$ cat config.mk
export PLATFORM = sky130hd
export DESIGN_NAME = seq_onehot_decoder
export DESIGN_NICKNAME = d
export VERILOG_FILES = /design/src/rtl/seq_onehot_decoder_pkg.sv /design/src/rtl/seq_onehot_decoder_onehot_decode.sv /design/src/rtl/seq_onehot_decoder.sv
export SDC_FILE = /design/constraint.sdc
export NUM_CORES = 1
export LEC_CHECK = 0
export CAP_MARGIN = 40
export CORE_ASPECT_RATIO = 1.5
export CORE_MARGIN = 2
export CORE_UTILIZATION = 53
export DETAILED_ROUTE_END_ITERATION = 10
export MAX_ROUTING_LAYER = met4
export PLACE_DENSITY = 0.86
export SKIP_LAST_GASP = 1
export SYNTH_ARGS = -nofsm -noshare
export SYNTH_HDL_FRONTEND = slang
export SYNTH_SLANG_ARGS = --single-unit
$ cat constraint.sdc
create_clock -name clock -period 3.77 [get_ports clock]
set_input_delay 0.5655 -clock clock [delete_from_list [all_inputs] [get_ports clock]]
set_output_delay 0.5655 -clock clock [all_outputs]
set_load 0.02 [all_outputs]
$ cat src/rtl/seq_onehot_decoder_pkg.sv
// Shared encodings for the sequenced one-hot decoder: operating modes and
// controller states.
package seq_onehot_decoder_pkg;

    typedef enum logic [1:0] {
        MODE_LATCH = 2'b00,
        MODE_PULSE = 2'b01,
        MODE_SCAN  = 2'b10,
        MODE_RSVD  = 2'b11
    } mode_e;

    typedef enum logic [1:0] {
        ST_IDLE  = 2'b00,
        ST_HOLD  = 2'b01,
        ST_PULSE = 2'b10,
        ST_SCAN  = 2'b11
    } state_e;

endpackage

$ cat src/rtl/seq_onehot_decoder_onehot_decode.sv
// Combinational SEL_W -> OUT_W one-hot decoder. An index at or beyond OUT_W
// yields all-zero and drops in_range.
module onehot_decode #(
    parameter int SEL_W = 3,
    parameter int OUT_W = 8
) (
    input  logic [SEL_W-1:0] sel,
    output logic [OUT_W-1:0] onehot,
    output logic             in_range
);

    localparam logic [SEL_W:0] LIMIT = (SEL_W + 1)'(OUT_W);

    // Decode the index; only the bit matching sel is set.
    always_comb begin
        onehot   = '0;
        in_range = ({1'b0, sel} < LIMIT);
        for (int i = 0; i < OUT_W; i++) begin
            if (sel == SEL_W'(i)) begin
                onehot[i] = 1'b1;
            end else begin
                onehot[i] = 1'b0;
            end
        end
    end

endmodule

$ cat src/rtl/seq_onehot_decoder.sv
// Registered one-hot select generator with latched, single-cycle pulse and
// auto-scan modes; the scan dwells hold+1 cycles on each index.
module seq_onehot_decoder
    import seq_onehot_decoder_pkg::*;
#(
    parameter int SEL_W  = 3,
    parameter int OUT_W  = 8,
    parameter int HOLD_W = 4
) (
    input  logic              clock,
    input  logic              reset,
    input  logic              en,
    input  logic [1:0]        mode,
    input  logic              load,
    input  logic [SEL_W-1:0]  sel,
    input  logic [HOLD_W-1:0] hold,
    output logic [OUT_W-1:0]  out,
    output logic              busy,
    output logic              wrap,
    output logic              err
);

    localparam logic [SEL_W-1:0] LAST_IDX = SEL_W'(OUT_W - 1);

    state_e             state_r;
    logic [SEL_W-1:0]   index_r;
    logic [HOLD_W-1:0]  dwell_r;
    logic [OUT_W-1:0]   out_r;
    logic               busy_r;
    logic               wrap_r;
    logic               err_r;

    mode_e              mode_s;
    logic [OUT_W-1:0]   dec_s;
    logic               in_range_s;
    logic               at_last_s;

    assign mode_s    = mode_e'(mode);
    assign at_last_s = (index_r == LAST_IDX);

    onehot_decode #(
        .SEL_W (SEL_W),
        .OUT_W (OUT_W)
    ) u_decode (
        .sel      (sel),
        .onehot   (dec_s),
        .in_range (in_range_s)
    );

    // Controller: state, scan counters and all output registers.
    always_ff @(posedge clock) begin
        if (reset) begin
            state_r <= ST_IDLE;
            index_r <= '0;
            dwell_r <= '0;
            out_r   <= '0;
            busy_r  <= 1'b0;
            wrap_r  <= 1'b0;
            err_r   <= 1'b0;
        end else if (!en) begin
            state_r <= ST_IDLE;
            out_r   <= '0;
            busy_r  <= 1'b0;
            wrap_r  <= 1'b0;
            err_r   <= 1'b0;
        end else if (load) begin
            wrap_r <= 1'b0;
            if (mode_s == MODE_RSVD) begin
                state_r <= ST_IDLE;
                out_r   <= '0;
                busy_r  <= 1'b0;
                err_r   <= 1'b0;
            end else if (!in_range_s) begin
                // Never emit a partial or stale select for a bad index.
                state_r <= ST_IDLE;
                out_r   <= '0;
                busy_r  <= 1'b0;
                err_r   <= 1'b1;
            end else begin
                out_r <= dec_s;
                err_r <= 1'b0;
                case (mode_s)
                    MODE_LATCH: begin
                        state_r <= ST_HOLD;
                        busy_r  <= 1'b0;
                    end
                    MODE_PULSE: begin
                        state_r <= ST_PULSE;
                        busy_r  <= 1'b0;
                    end
                    MODE_SCAN: begin
                        state_r <= ST_SCAN;
                        index_r <= sel;
                        dwell_r <= hold;
                        busy_r  <= 1'b1;
                    end
                    default: begin
                        state_r <= ST_IDLE;
                        out_r   <= '0;
                        busy_r  <= 1'b0;
                    end
                endcase
            end
        end else begin
            wrap_r <= 1'b0;
            err_r  <= 1'b0;
            case (state_r)
                ST_IDLE: begin
                    out_r  <= '0;
                    busy_r <= 1'b0;
                end
                ST_HOLD: begin
                    out_r  <= out_r;
                    busy_r <= 1'b0;
                end
                ST_PULSE: begin
                    state_r <= ST_IDLE;
                    out_r   <= '0;
                    busy_r  <= 1'b0;
                end
                ST_SCAN: begin
                    busy_r <= 1'b1;
                    if (dwell_r != '0) begin
                        dwell_r <= dwell_r - HOLD_W'(1);
                    end else begin
                        // out_r tracks onehot(index_r), so a rotate is the next select.
                        dwell_r <= hold;
                        out_r   <= {out_r[OUT_W-2:0], out_r[OUT_W-1]};
                        if (at_last_s) begin
                            index_r <= '0;
                            wrap_r  <= 1'b1;
                        end else begin
                            index_r <= index_r + SEL_W'(1);
                            wrap_r  <= 1'b0;
                        end
                    end
                end
                default: begin
                    state_r <= ST_IDLE;
                    out_r   <= '0;
                    busy_r  <= 1'b0;
                end
            endcase
        end
    end

    assign out  = out_r;
    assign busy = busy_r;
    assign wrap = wrap_r;
    assign err  = err_r;

endmodule
==> flow_metrics.tcl <==
set metrics [dict create \
    wl_per_cell_um 14.40 \
    dieArea_um2 2417 \
    syn_area_um2 1077 \
    synth_cell_types 35 \
    nets 163 \
    yosys_warnings 0 \
    final_common_cell "clkdlybuf4s50_1" \
    ant_nets 0 \
    timing.rr.start "dwell_r[0]" \
    cts_tree "done" \
    row_count 20 \
    synthCells 123 \
    swShare_pct 26.67 \
    drcViolationCount 0 \
    critPathArrivalTime_ns 2.51 \
    hold_start "out[2]" \
    power_switching_mw 0.09923 \
    total_power_mw 0.3720 \
    max_freq_mhz 434.3 \
    antenna_found_initial 0 \
    synthToLayoutAreaGrowth_pct 21.60 \
    clk_pin_slew_ns 0.12 \
    power_frac_seq_pct 55.8 \
    fin_crit_sh_pct 61.08 \
    cts_buffer_depth 2 \
    combPwrFrac_pct 16.2 \
    postCtsResizedCells 0 \
    drive_above_1_share_pct 8.451 \
    final_cell_area_um2 1310 \
    num_vias 1015 \
    die_h_um 59.22 \
    overflow 0 \
    grt_start_max_net_pins 23 \
    p_leak_nw 0.4936 \
    synth_ff_type "dfxtp_1" \
    htree_levels 1 \
    cellPowerDensity_nw_per_um2 284.0 \
    yosysSeqAreaShare_pct 35.31 \
    place_area_um2 1282 \
    rsz0062_at_grt "no" \
    layout_setup_ws_ns 1.467 \
    hold_path.class "flip-flop to flip-flop" \
    slew_viol_final 0 \
    grt_use_total_pct 22.88 \
    clock-sinks 19 \
    via_per_inst 6.189 \
    ir_worst_vdd_uv 174.9 \
    initial_core_util_pct 54.49 \
    root_buffer "clkbuf_4" \
    port_buffers 22 \
    crit_start "load" \
    grt_pass1_wl_um 3795 \
    maxCapViolCount 0 \
    first_iter_violations 15 \
    post-cts-setup-buffers 0 \
    hpwlAfterDp_um 1783 \
    hold_ws_ns 0.5236 \
    hold_viol 0 \
    dpl_worst_slack_ns 1.148 \
    core_area_um2 1977 \
    io_pins 24 \
    required_ns 3.98 \
    worst_setup_path_start_kind "input pin" \
    end_kind "flip-flop" \
    fin_tns_setup_ns 0 \
    status "finished, final reports clean" \
    cp_max_fo 22 \
    p_clk_share_pct 28.0 \
    cts_buffers 3 \
    fin_skew_ns 0.01374 \
    gp_congestion 0.7858 \
    synth_edf_count 0 \
    synth-seq-cells 19 \
    diodes 0 \
    hold_buffers 0 \
    synthArstFlopShare_pct 0 \
    synth_area_per_cell_um2 8.758 \
    grt_pass1_vias 944 \
    insertion_delay_ns 0.30 \
    p_int_mw 0.2728 \
    period_needed_ns 2.303 \
    routed_wirelength_um 2361 \
    synth_nets 143 \
    final_cell_mix "clkdlybuf4s50_1, dfxtp_1, nor2_1, nor3_1, a221oi_1" \
    chipWidth_um 40.81 \
    firstDrtPassIters 4 \
    path_class "input pin to flip-flop" \
    setup_violations 0 \
]
-- cell usage after synthesis (all sizes together) (2+ instances only) --
| master | n | area (um^2) |
|---|---|---|
| ha | 7 | 87.58 |
| clkbuf | 3 | 11.26 |
| a221oi | 8 | 70.07 |
| dfxtp | 19 | 380.4 |
| buf | 5 | 38.78 |
| nor3b | 3 | 33.78 |
| nor3 | 15 | 75.07 |
| o21ai | 3 | 15.01 |
| a311oi | 2 | 30.03 |
| and3b | 3 | 26.28 |
| nand2 | 4 | 15.01 |
| nor2 | 15 | 56.30 |
| inv | 6 | 22.52 |
| nand3 | 2 | 10.01 |
| a2111oi | 2 | 23.77 |
| o21a | 2 | 15.01 |
| nand2b | 2 | 12.51 |
| a21oi | 9 | 56.31 |
| mux2i | 3 | 30.03 |
-- logic make-up after synthesis --
family                     share of synthesized area (%)
and+or+nand+nor                                    23.69
AOI/OAI and AO/OA                                  23.00
DFF                                                35.31
buffers and inverters                              6.735
adders and majority gates                          8.130
muxes                                              2.788
other                                             0.3481
-- layer usage --
metal	track usage, %	vias up	routed length, um
li1	-	492	-
met1	25.36	488	977
met2	36.38	31	1253
met3	3.383	4	98
met4	13.81	0	32
met5	-	-	0
-- registers in the layout, indices dropped and copies added, names as in the netlist --
name     flops
index_r      3
wrap         1
busy         1
out          8
dwell_r      4
state_r      2
-- worst paths after layout --
kind,to,slack [ns],cells after the start
max,dwell_r[2],1.47,6
min,out[2],0.52,2
max reg2reg,index_r[2],1.99,6
min reg2reg,out[2],0.52,2
-- power groups by stage --
stage / clock network, mW / logic (mW) / registers [mW]
detailed placement: 0 / 0.0597 / 0.212
finish: 0.104 / 0.0604 / 0.208
global route: 0.115 / 0.0658 / 0.208
CTS: 0.107 / 0.0604 / 0.207
global placement: 0 / 0.0581 / 0.212
floorplan: 0 / 0.0370 / 0.213
-- area by class of cell --
class                           instances  area, um^2
Clock inverter                          1       5.005
Clock buffer                            3       22.52
Tap cell                               22       27.53
Sequential cell                        19       380.4
Fill cell                             167       666.9
Multi-Input combinational cell         90       624.3
Timing Repair Buffer                   23       227.7
Inverter                                6       22.52
-- worst max-delay path, cell delays in order --
cell and delay [ns]:
clkdlybuf4s50_1 0.39, buf_4 0.20, and3b_1 0.48, o21a_1 0.48, nor2_1 0.10, a2111oi_2 0.28
-- stage by stage --
step	instances	util (%)
floorplan	123	-
global placement	160	64.87
detailed placement	160	64.87
CTS	164	66.27
global route	164	66.27
finish	164	66.27
No activity file was read; power rests on OpenSTA's default activity.
